==> config.mk <==
export PLATFORM = sky130hd
export DESIGN_NAME = pixel_stream_out
export DESIGN_NICKNAME = d
export VERILOG_FILES = /design/src/rtl/pixel_stream_out.sv
export SDC_FILE = /design/constraint.sdc
export NUM_CORES = 1
export LEC_CHECK = 0
export CAP_MARGIN = 20
export CORE_UTILIZATION = 37
export DETAILED_ROUTE_END_ITERATION = 10
export SYNTH_ARGS = -nofsm -noshare
export SYNTH_HDL_FRONTEND = slang
export SYNTH_SLANG_ARGS = --single-unit
==> constraint.sdc <==
create_clock -name clk -period 8.6 [get_ports clk]
set_input_delay 1.72 -clock clk [delete_from_list [all_inputs] [get_ports clk]]
set_output_delay 1.72 -clock clk [all_outputs]
set_load 0.02 [all_outputs]
==> src/rtl/pixel_stream_out.sv <==
// Pixel sink: buffers shaded pixels in a FIFO and emits an AXI4-Stream video stream with SOF/EOL.
// Optional macro PIXEL_OUT_DROP_COUNT_EN builds a saturating dropped-pixel counter.
module pixel_stream_out #(
  parameter int unsigned H_RES      = 640,
  parameter int unsigned V_RES      = 480,
  parameter int unsigned FIFO_DEPTH = 16,
  parameter int unsigned AF_MARGIN  = 4
) (
  input  logic        clk,
  input  logic        rst,
  input  logic [23:0] pixel_in,
  input  logic        pixel_valid_in,
  output logic        almost_full,
  output logic [31:0] m_axis_tdata,
  output logic        m_axis_tvalid,
  input  logic        m_axis_tready,
  output logic        m_axis_tuser,
  output logic        m_axis_tlast,
  output logic        overflow,
  output logic        frame_done,
  output logic [15:0] drop_count
);

  localparam int unsigned AW = $clog2(FIFO_DEPTH);
  localparam int unsigned XW = $clog2(H_RES);
  localparam int unsigned YW = (V_RES > 1) ? $clog2(V_RES) : 1;
  localparam logic [XW-1:0] XLast = XW'(H_RES - 1);
  localparam logic [YW-1:0] YLast = YW'(V_RES - 1);
  localparam logic [AW:0] FullCnt = (AW+1)'(FIFO_DEPTH);
  localparam logic [AW:0] AfCnt   = (AW+1)'(FIFO_DEPTH - AF_MARGIN);

  logic [23:0]   r_mem [FIFO_DEPTH];
  logic [AW:0]   r_wptr, r_rptr;
  logic          r_out_valid;
  logic [23:0]   r_out_data;
  logic [XW-1:0] r_x;
  logic [YW-1:0] r_y;
  logic          r_af, r_overflow, r_frame_done;

  logic [AW:0] w_count, w_count_nxt;
  logic        w_empty, w_full, w_accept, w_load, w_pop, w_bypass, w_push, w_drop;

  assign w_count  = r_wptr - r_rptr;
  assign w_empty  = (w_count == '0);
  assign w_full   = (w_count == FullCnt);
  assign w_accept = r_out_valid & m_axis_tready;
  assign w_load   = ~r_out_valid | w_accept;
  assign w_pop    = w_load & ~w_empty;
  // Empty FIFO and a free output slot: the incoming pixel skips the FIFO.
  assign w_bypass = w_load & w_empty & pixel_valid_in;
  assign w_push   = pixel_valid_in & ~w_bypass & (~w_full | w_pop);
  assign w_drop   = pixel_valid_in & ~w_bypass & w_full & ~w_pop;
  assign w_count_nxt = w_count + (AW+1)'(w_push) - (AW+1)'(w_pop);

  always_ff @(posedge clk) begin
    if (w_push) r_mem[r_wptr[AW-1:0]] <= pixel_in;
  end

  always_ff @(posedge clk) begin
    if (!rst) begin
      r_wptr <= '0;
      r_rptr <= '0;
      r_af   <= 1'b0;
    end else begin
      if (w_push) r_wptr <= r_wptr + 1'b1;
      if (w_pop)  r_rptr <= r_rptr + 1'b1;
      r_af <= (w_count_nxt >= AfCnt);
    end
  end

  always_ff @(posedge clk) begin
    if (!rst) begin
      r_out_valid <= 1'b0;
      r_out_data  <= '0;
    end else if (w_load) begin
      if (w_pop) begin
        r_out_valid <= 1'b1;
        r_out_data  <= r_mem[r_rptr[AW-1:0]];
      end else if (w_bypass) begin
        r_out_valid <= 1'b1;
        r_out_data  <= pixel_in;
      end else begin
        r_out_valid <= 1'b0;
      end
    end
  end

  // Raster position of the beat currently held in the output register.
  always_ff @(posedge clk) begin
    if (!rst) begin
      r_x          <= '0;
      r_y          <= '0;
      r_frame_done <= 1'b0;
    end else begin
      r_frame_done <= w_accept & (r_x == XLast) & (r_y == YLast);
      if (w_accept) begin
        if (r_x == XLast) begin
          r_x <= '0;
          r_y <= (r_y == YLast) ? '0 : r_y + 1'b1;
        end else begin
          r_x <= r_x + 1'b1;
        end
      end
    end
  end

  always_ff @(posedge clk) begin
    if (!rst) r_overflow <= 1'b0;
    else      r_overflow <= r_overflow | w_drop;
  end

`ifdef PIXEL_OUT_DROP_COUNT_EN
  logic [15:0] r_drop_cnt;
  always_ff @(posedge clk) begin
    if (!rst) r_drop_cnt <= '0;
    else if (w_drop && r_drop_cnt != 16'hFFFF) r_drop_cnt <= r_drop_cnt + 16'd1;
  end
  assign drop_count = r_drop_cnt;
`else
  assign drop_count = 16'h0000;
`endif

  assign almost_full   = r_af;
  assign overflow      = r_overflow;
  assign frame_done    = r_frame_done;
  assign m_axis_tvalid = r_out_valid;
  assign m_axis_tdata  = {8'h00, r_out_data};
  assign m_axis_tuser  = r_out_valid & (r_x == '0) & (r_y == '0);
  assign m_axis_tlast  = r_out_valid & (r_x == XLast);

endmodule

==> impl_metrics.json, run 1 <==
{
  "peakVddDrop_v": 0.000159,
  "slew_headroom": 0.440,
  "synth-compound-area-share": 0.0251,
  "status": "completed",
  "place_hpwl_um": 20700,
  "vias": 8664,
  "power_leakage_nw": 6.53,
  "period_minus_slack_ns": 4.67,
  "power_mw": 6.03,
  "synth.top_cell.area_share": 0.649,
  "dieArea_mm2": 0.0489,
  "synth_edf_count": 384,
  "clock_skew_ns": 0.0248,
  "r2r-start": "r_wptr[0]$_SDFFE_PN0P_",
  "whs_endpoint": "r_out_data[15]$_SDFFE_PN0P_",
  "tritoncts": "yes",
  "cp_top_family": "buffers and inverters",
  "synth_area_per_cell_um2": 19.7,
  "synthMuxAreaShare": 0.155,
  "dr.first_iter.drc_count": 554,
  "syn_inst": 904,
  "syn-cell-area_mm2": 0.0178,
  "yosysWarnings": 0,
  "min_path_cells": 1,
  "overflow": 0,
  "placed_area_mm2": 0.0190,
  "routed_wl_um": 37900,
  "rows": 79,
  "cpPeakStageDelay_ns": 0.45,
  "async_reset_ff_frac": 0,
  "finalCritPeriodShare": 0.543,
  "cp_common_cell": "inv_1",
  "final_area_mm2": 0.0204,
  "yosys_register_bits": 445,
  "setup_viol": 0,
  "rsz0062_at_grt": "false",
  "cp_data_required_time_ns": 9.09,
  "synth_top_family_by_area": "multiplexers",
  "nets": 1035,
  "hold_violations": 0,
  "cp_num_cells": 17,
  "ys_seq_area_frac": 0.717,
  "cts_buffer_depth": 3,
  "start_util": 0.379,
  "synthAdderAreaFrac": 0.0156,
  "yosys-top-cells-area": "edfxtp_1 (65%), mux4_2 (15%), dfxtp_1 (6.9%), a221o_1 (1.4%), ha_1 (1.3%)",
  "cts-hold-fix-buffers": 0,
  "synth.distinct_cells": 50,
  "yosys.area_share.simple": 0.0446,
  "die_w_um": 221,
  "p_per_area_mw_per_mm2": 295,
  "yosys_most_used_dff": "edfxtp_1",
  "cp-start-kind": "input port",
  "reg2reg_slack_ns": 4.20,
  "num_antenna_cells": 0,
  "slew_violations": 0,
  "r2r-end": "almost_full$_SDFF_PN0_",
  "cts_resized": 0,
  "max_freq_mhz": 214,
  "clockRootBuffer": "clkbuf_16",
  "grt_pass1_wl_um": 57500,
  "die_h_um": 221,
  "drc": 0,
  "routed_via_density": 5.32,
  "crit_fanout": 14,
  "endpoint_kind": "flip-flop",
  "ios": 82,
  "crit_chain": "clkdlybuf4s50_1 -> nand2b_1 -> xnor2_1 -> xor2_1 -> a21oi_1 -> buf_4 -> inv_1 -> ha_1 -> inv_1 -> ha_1 -> inv_1 -> fa_1 -> inv_1 -> a21oi_1 -> o21bai_1 -> xnor3_1 -> a21oi_1",
  "worst-setup-path-type": "input port to flip-flop",
  "clkTransAtPathRegs_ns": 0.07,
  "drt_pass1_iterations": 6,
  "final_util": 0.435,
  "core-area_mm2": 0.0470,
  "drtAntennaViolNets": 0,
  "arrival_ns": 5.16,
  "crit_buf_inv": 6,
  "post_cts_buffers": 0,
  "routabilityCongestion": 0.756,
  "r2r_cells": 20,
  "area_growth_pct": 15.0,
  "setup-tns-final_ns": 0,
  "placement.io_buffers": 57,
  "antenna_found_initial": 0,
  "slowest_stage": "clkdlybuf4s50_1",
  "grt_pass1_vias": 9077,
  "worst_pin_slew_ns": 0.833,
  "hold_ws_ns": 0.487,
  "hp-start": "r_out_data[15]$_SDFFE_PN0P_",
  "synth_top_area_cell": "edfxtp_1",
  "grt_max_degree": 53,
  "grt_use_total": 0.158,
  "cts_buffers": 47,
  "clock_sinks": 445,
  "min_path_type": "flip-flop to flip-flop",
  "maxCapViolCount": 0,
  "clock_latency_ns": 0.59,
  "wl_per_cell_um": 23.2,
  "drive_gt1_frac": 0.207,
  "htree_levels": 2,
  "synth_xor_area_frac": 0.0126
}
[kinds of logic (layout without fill, tap and decap cells)]
logic type | Yosys count | in the layout
DFF | 445 | 445
and+or+nand+nor | 140 | 140
muxes | 125 | 125
buffers and inverters | 89 | 185
AOI/OAI and AO/OA | 59 | 59
xor gates and xnor gates | 24 | 24
adders and majority gates | 21 | 21
other | 1 | 24
[layout by cell type (no fill, tap or decap), drive strengths merged, types with 20 or more instances in the layout]
master	synthesis	routed
clkdlybuf4s50	0	57
nand2	24	24
and3	21	21
conb	1	24
inv	20	20
nor2	22	22
nor3b	24	24
a221o	24	24
edfxtp	384	384
mux4	120	120
dfxtp	61	61
clkbuf	15	65
buf	53	21
[sequential cells by signal, summed over array words and instances, names as in the netlist, named ones only]
| register | cells |
|---|---|
| m_axis_tvalid | 1 |
| overflow | 1 |
| r_y | 9 |
| almost_full | 1 |
| r_wptr | 5 |
| r_x | 10 |
| frame_done | 1 |
| r_mem | 384 |
| r_rptr | 5 |
| r_out_data | 24 |
[worst max path at each step]
stage / from / end / slack, ns
3_3_place_gp: m_axis_tready / almost_full$_SDFF_PN0_ / 3.04
6_report: m_axis_tready / almost_full$_SDFF_PN0_ / 3.93
3_5_place_dp: m_axis_tready / almost_full$_SDFF_PN0_ / 2.95
4_1_cts: m_axis_tready / almost_full$_SDFF_PN0_ / 3.56
2_1_floorplan: m_axis_tready / r_mem[15][0]$_DFFE_PP_ / 3.42
5_1_grt: m_axis_tready / almost_full$_SDFF_PN0_ / 3.63
[worst register-to-register path, delay by kind of cell (launching register included)]
kind | cells | cell delay, ns
adders and majority gates | 6 | 1.64
DFF | 1 | 0.35
and+or+nand+nor | 2 | 0.42
xor gates and xnor gates | 2 | 0.52
buffers and inverters | 6 | 0.83
AOI/OAI and AO/OA | 4 | 0.57
[through the flow]
step                cells  setup slack, ns
floorplan             927             3.42
global placement     1542             3.04
detailed placement   1543             2.95
CTS                  1629             3.56
global route         1630             3.63
finish               1630             3.93
[power breakdown]
part | switching [mW] | total [mW] | internal (mW)
Sequential | 0.123 | 2.65 | 2.53
Combinational | 0.724 | 1.45 | 0.724
Clock | 0.823 | 1.93 | 1.11
Total | 1.67 | 6.03 | 4.36
[metal layers]
layer,vias to the layer above,share of wire,GRT usage
met2,208,0.49,0.257
li1,3810,-,-
met5,-,0,0
met3,51,0.048,0.0287
met4,0,0.021,0.0505
met1,4595,0.45,0.214
[cell usage after synthesis, types with 3 or more instances]
library cell,instances
xor2_1,16
nand2b_1,3
nor2b_1,4
ha_1,19
o21ai_0,5
nor3_1,5
a21oi_1,18
nor3b_1,24
buf_12,4
buf_4,24
xnor2_1,7
buf_2,17
or3_1,3
nor2_1,22
a221o_1,24
dfxtp_1,61
nand4_1,12
and3_1,21
nand3_1,10
clkbuf_1,15
mux2i_1,5
buf_1,6
mux4_2,120
inv_1,20
nand2_1,24
edfxtp_1,384
[area by class of cell]
type	count	area, µm²
inverters	21	78.8
clock inverters	21	226
well taps	607	759
clock buffers	65	1240
fillers	4008	26500
multi-input cells	393	4630
repair buffers	78	741
flip-flops and latches	445	12800
No activity file was read; power rests on OpenSTA's default activity.
==> run 2, diff against run 1 <==
==> constraint.sdc (replaced) <==
create_clock -name clk -period 4.42 [get_ports clk]
set_input_delay 0.884 -clock clk [delete_from_list [all_inputs] [get_ports clk]]
set_output_delay 0.884 -clock clk [all_outputs]
set_load 0.02 [all_outputs]
==> run 2 against run 1 <==
Effect of this change: via count up 1.4%; sequential power up 94%; total power up 93%; register-to-register slack worse by 3.7 ns; non-clock buffer count up 14; die area unchanged; combinational power up 98%; critical path depth up 2; wire length up 2.3%; final area up 0.47%; highest routed layer unchanged.
==> impl_metrics.json, run 2 (same netlist as run 1, synthesis figures left out) <==
{
  "status": "completed",
  "cpPeakStageDelay_ns": 0.42,
  "clock_skew_ns": 0.0420,
  "crit_fanout": 8,
  "r2r_cells": 19,
  "crit_chain": "inv_1 -> ha_1 -> inv_1 -> fa_1 -> xnor2_1 -> ha_1 -> and3b_1 -> a21boi_4 -> nor2_1 -> ha_1 -> inv_1 -> ha_1 -> inv_1 -> fa_1 -> inv_1 -> a21oi_1 -> o21bai_1 -> xnor3_1 -> a21oi_1",
  "hold_violations": 0,
  "min_path_type": "flip-flop to flip-flop",
  "finalCritPeriodShare": 0.888,
  "dr.first_iter.drc_count": 735,
  "dieArea_mm2": 0.0489,
  "drive_gt1_frac": 0.233,
  "cp_common_cell": "inv_1",
  "rows": 79,
  "setup-tns-final_ns": 0,
  "grt_pass1_vias": 9096,
  "r2r-end": "almost_full$_SDFF_PN0_",
  "place_hpwl_um": 21300,
  "area_growth_pct": 15.5,
  "clock_power_share": 0.312,
  "endpoint_kind": "flip-flop",
  "period_minus_slack_ns": 3.92,
  "cp-start-kind": "flip-flop",
  "placement.io_buffers": 57,
  "maxCapViolCount": 0,
  "seqPwrFrac": 0.442,
  "layout_commonest_cell": "edfxtp_1",
  "ios": 82,
  "slowest_stage": "fa_1",
  "power_leakage_nw": 6.60,
  "post_cts_buffers": 0,
  "die_h_um": 221,
  "setup_viol": 0,
  "grt_pass1_wl_um": 58500,
  "drtAntennaViolNets": 0,
  "cts_buffers": 47,
  "startpoint": "r_wptr[0]$_SDFFE_PN0P_",
  "clockRootBuffer": "clkbuf_16",
  "p_comb_frac": 0.247,
  "nets": 1049,
  "largest_reg_flops": 384,
  "wl_per_cell_um": 23.6,
  "clock_sinks": 445,
  "peakVddDrop_v": 0.000327,
  "cp_data_required_time_ns": 4.91,
  "vias": 8783,
  "overflow": 0,
  "cp_num_cells": 19,
  "arrival_ns": 4.41,
  "clock_latency_ns": 0.59,
  "slew_headroom": 0.382,
  "htree_levels": 2,
  "crit_buf_inv": 5,
  "reg2reg_slack_ns": 0.50,
  "grt_use_total": 0.161,
  "clkTransAtPathRegs_ns": 0.06,
  "drt_pass1_iterations": 4,
  "rsz0062_at_grt": "false",
  "drc": 0,
  "final_cell_mix": "edfxtp_1 (384), mux4_2 (120), dfxtp_1 (58)",
  "cp_top_family": "adder cells",
  "antenna_found_initial": 0,
  "max_freq_mhz": 255,
  "num_antenna_cells": 0,
  "cts_buffer_depth": 3,
  "worst-setup-path-type": "flip-flop to flip-flop",
  "routed_wl_um": 38800,
  "slew_violations": 0,
  "cts-hold-fix-buffers": 0,
  "routabilityCongestion": 0.762,
  "core-area_mm2": 0.0470,
  "switching_share": 0.281,
  "die_w_um": 221,
  "final_util": 0.437,
  "start_util": 0.379,
  "worst_pin_slew_ns": 0.927,
  "tritoncts": "yes",
  "grt_max_degree": 52,
  "routed_via_density": 5.34,
  "p_per_area_mw_per_mm2": 567,
  "power.internal_mw": 8.37,
  "cts_resized": 0,
  "p_switching_mw": 3.28,
  "critical_path.endpoint": "almost_full$_SDFF_PN0_",
  "r2r-start": "r_wptr[0]$_SDFFE_PN0P_"
}
==> run 2: changes by cell type in the layout (fill, tap and decap cells not counted), moves of 3 or more <==
cell / before / now
clkinv_2: 3 / 11
clkinv_1: 13 / 6
and3_1: 16 / 7
and3_2: 5 / 14
buf_4: 20 / 32
bufinv_16: 3 / 0
==> run 2: worst min path at each step <==
stage | startpoint | to | depth (start not counted)
2_1_floorplan | r_wptr[4]$_SDFFE_PN0P_ | r_wptr[4]$_SDFFE_PN0P_ | 2
3_3_place_gp | r_wptr[4]$_SDFFE_PN0P_ | r_wptr[4]$_SDFFE_PN0P_ | 2
3_5_place_dp | r_out_data[4]$_SDFFE_PN0P_ | r_out_data[4]$_SDFFE_PN0P_ | 1
4_1_cts | r_wptr[4]$_SDFFE_PN0P_ | r_wptr[4]$_SDFFE_PN0P_ | 2
5_1_grt | r_out_data[4]$_SDFFE_PN0P_ | r_out_data[4]$_SDFFE_PN0P_ | 1
6_report | r_wptr[4]$_SDFFE_PN0P_ | r_wptr[4]$_SDFFE_PN0P_ | 2
==> run 2: per-stage QoR <==
step	setup slack (ns)	hold slack (ns)	power [mW]	cells	cell area [µm²]
global placement	0.598	0.465	8.13	1558	19100
floorplan	0.509	0.454	7.28	927	17900
global route	0.187	0.498	12.2	1645	20500
detailed placement	0.527	0.475	8.16	1558	19100
finish	0.496	0.482	11.7	1645	20500
CTS	0.455	0.486	11.8	1645	20500
==> run 2: area by class of cell <==
| type | count | area (µm²) |
|---|---|---|
| sequential | 445 | 12800 |
| multi-input combinational | 393 | 4650 |
| tap | 607 | 759 |
| fill | 4049 | 26400 |
| clock buffer | 68 | 1270 |
| inverter | 21 | 78.8 |
| clock inverter | 19 | 140 |
| timing repair buffer | 92 | 871 |
==> run 2: power by group through the flow <==
stage	clock network, mW	registers (mW)	logic [mW]
after floorplan	0	5.19	2.09
after global routing	3.85	5.19	3.14
final	3.63	5.14	2.87
after global placement	0	5.23	2.90
after CTS	3.72	5.16	2.93
after detailed placement	0	5.24	2.92
==> run 2: per-layer routing <==
layer  routed length (µm)  GRT usage  vias to the layer above  part of all wire
met5                    0          0                        -                 0
met4                  782     0.0494                        0             0.020
met3                 1900     0.0274                       54             0.049
met2                18900      0.261                      221              0.49
met1                17200      0.222                     4671              0.44
li1                     -          -                     3837                 -
==> run 2: tightest hold or removal path: stages, from the launching register on <==
cell and delay [ns]:
dfxtp_1 0.32, nand2_1 0.06, mux2i_1 0.05
==> run 3, diff against run 2 <==
--- a/config.mk
+++ b/config.mk
@@ -7,6 +7,7 @@
 export LEC_CHECK = 0
 export CAP_MARGIN = 20
 export CORE_UTILIZATION = 37
+export CTS_CLUSTER_SIZE = 40
 export DETAILED_ROUTE_END_ITERATION = 10
 export SYNTH_ARGS = -nofsm -noshare
 export SYNTH_HDL_FRONTEND = slang
==> results of run 3 <==
Final layout, timing and power as in run 2 (identical DEF).
